**config.mk**
```make
export PLATFORM = sky130hd
export DESIGN_NAME = calc_key_seq
export DESIGN_NICKNAME = d
export VERILOG_FILES = /design/src/rtl/calc_seq_pkg.sv /design/src/rtl/calc_key_expand.sv /design/src/rtl/calc_key_seq.sv
export SDC_FILE = /design/constraint.sdc
export NUM_CORES = 1
export LEC_CHECK = 0
export ABC_AREA = 1
export CORE_AREA = 4 4 92 94
export DETAILED_ROUTE_END_ITERATION = 16
export DIE_AREA = 0 0 96 98
export GPL_ROUTABILITY_DRIVEN = 0
export PLACE_DENSITY_LB_ADDON = 0.08
export SETUP_SLACK_MARGIN = 0.5
export SLEW_MARGIN = 5
export SYNTH_ARGS = -nofsm -noshare
export SYNTH_HDL_FRONTEND = slang
export SYNTH_HIERARCHICAL = 1
export SYNTH_SLANG_ARGS = --single-unit
```
**constraint.sdc**
```tcl
create_clock -name clk -period 2.3 [get_ports clk]
set_clock_uncertainty 0.1 [all_clocks]
set_input_delay 0.23 -clock clk [delete_from_list [all_inputs] [get_ports clk]]
set_output_delay 0.23 -clock clk [all_outputs]
set_load 0.01 [all_outputs]
```
**src/rtl/calc_seq_pkg.sv**
```systemverilog
// Shared constants and types for the calc key sequencer: host opcodes,
// calc button encodings, calc arithmetic op codes and sequencer states.
package calc_seq_pkg;

  localparam logic [3:0] OPC_PUSH   = 4'd0;
  localparam logic [3:0] OPC_APPEND = 4'd1;
  localparam logic [3:0] OPC_OP     = 4'd2;
  localparam logic [3:0] OPC_CLEAR  = 4'd3;
  localparam logic [3:0] OPC_PUSH32 = 4'd4;

  localparam logic [3:0] BTN_PUSH   = 4'b0010;
  localparam logic [3:0] BTN_APPEND = 4'b0100;
  localparam logic [3:0] BTN_OP     = 4'b1000;
  localparam logic [3:0] BTN_CLEAR  = 4'b1001;

  localparam logic [2:0] OP_ADD  = 3'd0;
  localparam logic [2:0] OP_SUB  = 3'd1;
  localparam logic [2:0] OP_MUL  = 3'd2;
  localparam logic [2:0] OP_DIV  = 3'd3;
  localparam logic [2:0] OP_MOD  = 3'd4;
  localparam logic [2:0] OP_AND  = 3'd5;
  localparam logic [2:0] OP_OR   = 3'd6;
  localparam logic [2:0] OP_SWAP = 3'd7;

  typedef enum logic [1:0] {
    ST_IDLE,
    ST_PRESS,
    ST_GAP,
    ST_RESP
  } seq_state_e;

  // Division and modulo run through calc's iterative divider and need the long gap.
  function automatic logic is_div_op(input logic [2:0] op);
    return (op == OP_DIV) || (op == OP_MOD);
  endfunction

endpackage

```
**src/rtl/calc_key_expand.sv**
```systemverilog
// Combinational expansion of a host command into the key at a given index:
// button/switch values, whether it needs the division gap, and whether it is the last key.
module calc_key_expand
  import calc_seq_pkg::*;
(
  input  logic [3:0]  op,
  input  logic [31:0] val,
  input  logic [1:0]  idx,
  output logic        key_valid,
  output logic [3:0]  key_btn,
  output logic [7:0]  key_sw,
  output logic        key_div,
  output logic        key_last
);

  always_comb begin
    key_valid = 1'b0;
    key_btn   = '0;
    key_sw    = '0;
    key_div   = 1'b0;
    key_last  = 1'b1;
    case (op)
      OPC_PUSH: begin
        key_valid = 1'b1;
        key_btn   = BTN_PUSH;
        key_sw    = val[7:0];
      end
      OPC_APPEND: begin
        key_valid = 1'b1;
        key_btn   = BTN_APPEND;
        key_sw    = val[7:0];
      end
      OPC_OP: begin
        key_valid = 1'b1;
        key_btn   = BTN_OP;
        key_sw    = {5'b0, val[2:0]};
        key_div   = is_div_op(val[2:0]);
      end
      OPC_CLEAR: begin
        key_valid = 1'b1;
        key_btn   = BTN_CLEAR;
      end
      OPC_PUSH32: begin
        // Most significant byte is pushed first, then appended byte by byte.
        key_valid = 1'b1;
        key_btn   = (idx == 2'd0) ? BTN_PUSH : BTN_APPEND;
        key_last  = (idx == 2'd3);
        case (idx)
          2'd0:    key_sw = val[31:24];
          2'd1:    key_sw = val[23:16];
          2'd2:    key_sw = val[15:8];
          default: key_sw = val[7:0];
        endcase
      end
      default: ;
    endcase
  end

endmodule

```
**src/rtl/calc_key_seq.sv**
```systemverilog
// Command sequencer in front of calc: turns valid/ready command words into
// single-cycle key presses separated by settle gaps, and reports per-command error status.
module calc_key_seq
  import calc_seq_pkg::*;
#(
  parameter int unsigned SETTLE     = 4,
  parameter int unsigned DIV_SETTLE = 40
) (
  input  logic        clk,
  input  logic        rst,
  input  logic        cmd_valid,
  output logic        cmd_ready,
  input  logic [3:0]  cmd_op,
  input  logic [31:0] cmd_val,
  output logic        resp_valid,
  output logic        resp_error,
  input  logic        calc_error,
  output logic [7:0]  sw,
  output logic [3:0]  btn
);

  localparam int unsigned CNT_MAX = (SETTLE > DIV_SETTLE) ? SETTLE : DIV_SETTLE;
  localparam int unsigned CNT_W   = $clog2(CNT_MAX + 1);

  seq_state_e  state_q, state_d;
  logic [3:0]  op_q, op_d;
  logic [31:0] val_q, val_d;
  logic [1:0]  idx_q, idx_d;
  logic        last_q, last_d;
  logic [CNT_W-1:0] cnt_q, cnt_d;
  logic        sticky_q, sticky_d;
  logic [3:0]  btn_q, btn_d;
  logic [7:0]  sw_q, sw_d;
  logic        cmd_ready_q, cmd_ready_d;
  logic        resp_valid_q, resp_valid_d;
  logic        resp_error_q, resp_error_d;

  logic [3:0]  exp_op;
  logic [31:0] exp_val;
  logic [1:0]  exp_idx;
  logic        key_valid;
  logic [3:0]  key_btn;
  logic [7:0]  key_sw;
  logic        key_div;
  logic        key_last;
  logic        sticky_nx;

  // While idle the expander looks at the offered command so the first key
  // can be registered on the accepting edge.
  always_comb begin
    if (state_q == ST_IDLE) begin
      exp_op  = cmd_op;
      exp_val = cmd_val;
      exp_idx = '0;
    end else begin
      exp_op  = op_q;
      exp_val = val_q;
      exp_idx = idx_q;
    end
  end

  calc_key_expand u_expand (
    .op        (exp_op),
    .val       (exp_val),
    .idx       (exp_idx),
    .key_valid (key_valid),
    .key_btn   (key_btn),
    .key_sw    (key_sw),
    .key_div   (key_div),
    .key_last  (key_last)
  );

  always_comb begin
    state_d      = state_q;
    op_d         = op_q;
    val_d        = val_q;
    idx_d        = idx_q;
    last_d       = last_q;
    cnt_d        = cnt_q;
    sticky_d     = sticky_q;
    btn_d        = '0;
    sw_d         = sw_q;
    cmd_ready_d  = cmd_ready_q;
    resp_valid_d = 1'b0;
    resp_error_d = resp_error_q;
    sticky_nx    = sticky_q | calc_error;
    case (state_q)
      ST_IDLE: begin
        cmd_ready_d = 1'b1;
        if (cmd_valid && cmd_ready_q) begin
          op_d        = cmd_op;
          val_d       = cmd_val;
          idx_d       = '0;
          sticky_d    = 1'b0;
          cmd_ready_d = 1'b0;
          if (key_valid) begin
            btn_d   = key_btn;
            sw_d    = key_sw;
            state_d = ST_PRESS;
          end else begin
            resp_valid_d = 1'b1;
            resp_error_d = 1'b1;
            state_d      = ST_RESP;
          end
        end
      end
      ST_PRESS: begin
        // Gap length and last flag belong to the key just pressed; the index
        // moves on so the expander already presents the next key during the gap.
        cnt_d   = key_div ? CNT_W'(DIV_SETTLE - 1) : CNT_W'(SETTLE - 1);
        last_d  = key_last;
        idx_d   = idx_q + 2'd1;
        state_d = ST_GAP;
      end
      ST_GAP: begin
        if (cnt_q == '0) begin
          sticky_d = sticky_nx;
          if (last_q) begin
            resp_valid_d = 1'b1;
            resp_error_d = sticky_nx;
            state_d      = ST_RESP;
          end else begin
            btn_d   = key_btn;
            sw_d    = key_sw;
            state_d = ST_PRESS;
          end
        end else begin
          cnt_d = cnt_q - CNT_W'(1);
        end
      end
      ST_RESP: begin
        sticky_d     = 1'b0;
        resp_error_d = 1'b0;
        cmd_ready_d  = 1'b1;
        state_d      = ST_IDLE;
      end
      default: state_d = ST_IDLE;
    endcase
  end

  always_ff @(posedge clk) begin
    if (rst) begin
      state_q      <= ST_IDLE;
      op_q         <= '0;
      val_q        <= '0;
      idx_q        <= '0;
      last_q       <= 1'b0;
      cnt_q        <= '0;
      sticky_q     <= 1'b0;
      btn_q        <= '0;
      sw_q         <= '0;
      cmd_ready_q  <= 1'b0;
      resp_valid_q <= 1'b0;
      resp_error_q <= 1'b0;
    end else begin
      state_q      <= state_d;
      op_q         <= op_d;
      val_q        <= val_d;
      idx_q        <= idx_d;
      last_q       <= last_d;
      cnt_q        <= cnt_d;
      sticky_q     <= sticky_d;
      btn_q        <= btn_d;
      sw_q         <= sw_d;
      cmd_ready_q  <= cmd_ready_d;
      resp_valid_q <= resp_valid_d;
      resp_error_q <= resp_error_d;
    end
  end

  assign cmd_ready  = cmd_ready_q;
  assign resp_valid = resp_valid_q;
  assign resp_error = resp_error_q;
  assign btn        = btn_q;
  assign sw         = sw_q;

endmodule

```
==> qor.csv <==
stage;metric;value;unit
status;status;finished clean;
route;drt-initial-drc-count;233;
synthesis;synth_top_area_share;37.21;%
global_route;grt_pass1_wl;15080;um
synthesis;synth_fp_nets;573;
worst_setup_path;cp_max_fo;8;
route;antenna_left;0;
finish;drive_gt1_share;15.23;%
finish;area_growth;36.32;%
min_path;holdCritPathClass;reg2reg;
place;place_inst;668;
global_route;grt_pass1_vias;3225;
route;wl;9677;um
cts;numCtsBuffers;9;
floorplan;row_count;32;
cts;insertion_delay;340;ps
cts;cts_hold_buf;0;
cts;clock-sinks;63;
pwr;p_leak;1.978;nW
worst_setup_path;rrSetupSlack;280;ps
worst_setup_path;end_kind;flip-flop;
sta;finalSetupTns;0;ps
global_route;grt_usage;20.16;%
cts;clock_path_buffers;2;
sta;period_needed;2019;ps
sta;fmax;495.2;MHz
synthesis;synth_area_per_cell;6.432;um^2
route;drc_errors;0;
sta;setup_viol;0;
cts;cts_tree;built;
floorplan;dieArea;0.009408;mm^2
pwr;p_per_area;1200;mW/mm^2
floorplan;initial_core_util;44.32;%
sta;hold_viol_final;0;
place;io_buffers;54;
cts;clk_pin_slew;70;ps
sta;rsz0062_at_grt;true;
floorplan;pin_count;55;
sta;slew_headroom;70.01;%
synthesis;yosysWarnings;6;
worst_setup_path;cp.arrival;2200;ps
place;placed_area;0.004050;mm^2
synthesis;ys_ff_latch;63;
finish;final_cell_area;0.004621;mm^2
finish;diodes;0;
sta;slew_viol_final;0;
cts;cts_max_level;3;
worst_setup_path;cp.required;2480;ps
worst_setup_path;r2r-end;sw[2];
min_path;hold_depth;2;
run;drv_cap;0;
pwr;peakVddDrop;587.6;uV
finish;final_cells;706;
pwr;finalPower;5.544;mW
finish;nNetsFinal;646;
route;detail_route.first_pass.iterations;5;
global_route;antenna_found_initial;0;
worst_setup_path;path_class;reg2reg;
sta;timing.final.crit_share;87.80;%
place;dp_hpwl;6104;um
synthesis;yosys-top-cells-area;dfxtp_1, nand2_1, o21ai_0;
cts;cts_root_buf;clkbuf_8;
route;wl_per_cell;13.71;um
synthesis;synth_top_cell_by_area;dfxtp_1;
route;route.vias.total;3616;
finish;nFillCells;706;
sta;worstMarginPinSlew;446.4;ps
synthesis;ys_seq_area_share;37.21;%
synthesis;syn_area;0.003390;mm^2
worst_setup_path;r2r-start;state_q[0];
synthesis;synth_cell_types;30;
global_route;grt_overflow;0;
worst_setup_path;startpoint_type;flip-flop;
min_path;min_from;val_q[25];
global_route;grt_start_max_net_pins;39;
floorplan;design.core.area;0.007647;mm^2
synthesis;synth_cells;527;
floorplan;dieHeight;98;um
min_path;holdPathEnd;val_q[25];
worst_setup_path;worst-r2r-cell-count;14;
floorplan;fp.dieW;96;um
route;via_per_inst;5.122;
[synth_stat cells (all sizes together)]
library cell and n:
nand4 2, nand2 121, or2 3, xor2 1
ha 6, o22ai 1, a211oi 1, a31oi 2
dfxtp 63, a21oi 50, nor3 4, o21ai 89
inv 71, nor2 62, a21boi 1, nor3b 1
buf 9, clkbuf 17, nand3 23
[worst max-delay path by stage]
stage,end,slack [ps],startpoint
3_3_place_gp,cnt_q[5],250,state_q[1]
6_report,sw[2],280,state_q[0]
4_1_cts,sw[5],310,state_q[0]
5_1_grt,sw[1],140,state_q[1]
2_1_floorplan,sw[3],130,state_q[1]
3_5_place_dp,sw[5],200,state_q[1]
[sequential cells by signal, indices dropped and copies added, names as in the netlist]
signal / count
btn: 4
cmd_ready: 1
cnt_q: 6
idx_q: 2
last_q: 1
op_q: 4
resp_error: 1
resp_valid: 1
state_q: 2
sticky_q: 1
sw: 8
val_q: 32
[where the power goes]
part	switching, mW	internal [mW]	total, mW
logic	1.84	1.20	3.04
clock network	0.435	0.553	0.988
registers	0.134	1.38	1.52
[routing by layer]
layer  vias up  wire (um)  track usage, %
li1       1830          -               -
met1      1670       4401           27.21
met2       105       4574           30.75
met3        11        597           6.240
met4         0        103           5.908
met5         -          0               0
[area by class of cell]
class | instances | area (um^2) | area share, %
Tap cell | 102 | 127.6 | 2.762
Sequential cell | 63 | 1264 | 27.35
Multi-Input combinational cell | 368 | 1916 | 41.46
Clock inverter | 3 | 42.54 | 0.9207
Timing Repair Buffer | 87 | 849.6 | 18.39
Inverter | 71 | 266.5 | 5.768
Clock buffer | 12 | 155.1 | 3.358
[metrics by stage]
stage	setup WS [ps]	utilization, %	hold slack [ps]
after detailed placement	198.0	52.96	336.5
after CTS	307.1	57.41	346.6
after global routing	142.6	60.42	366.1
final	280.6	60.42	347.9
after global placement	247.1	52.96	332.5
after floorplan	129.9	-	305.9
[worst max-delay path: stages (launching register included)]
cell	delay, ps
dfxtp_2	330
inv_2	50
ha_4	190
buf_6	140
nand2_4	60
o21ai_4	60
nor2_2	140
nand2_2	100
nand2_4	100
nor2_4	40
nor2_4	180
nand4_4	210
nand2_1	120
nand2_1	50
nor2_1	80
[logic make-up (layout without fill, tap and decap cells)]
family,count (synthesis),after routing,synth area share [%]
AOI/OAI and AO/OA,144,144,21.52
xor gates and xnor gates,1,1,0.2584
adders and majority gates,6,6,2.215
buffers and inverters,97,173,12.22
DFF,63,63,37.21
and+or+nand+nor,216,217,26.58
[what timing repair did]
item | in CTS | in global routing
pin swaps | 11 | 27
setup buffers | 11 | 10
gates cloned | 1 | 1
resized for setup | 16 | 35
endpoints found under the setup margin | 14 | 60
[cell usage in the layout, fill, tap and decap left out, drive strengths merged, types with 2 or more instances in the layout]
cell type | synthesis | routed
buf | 9 | 32
clkbuf | 17 | 13
nand3 | 23 | 23
a31oi | 2 | 2
dfxtp | 63 | 63
o21ai | 89 | 89
a21oi | 50 | 50
clkdlybuf4s50 | 0 | 54
or2 | 3 | 3
nor2 | 62 | 62
nand4 | 2 | 3
nand2 | 121 | 121
nor3 | 4 | 4
ha | 6 | 6
inv | 71 | 71
No activity file was read; power rests on OpenSTA's default activity.
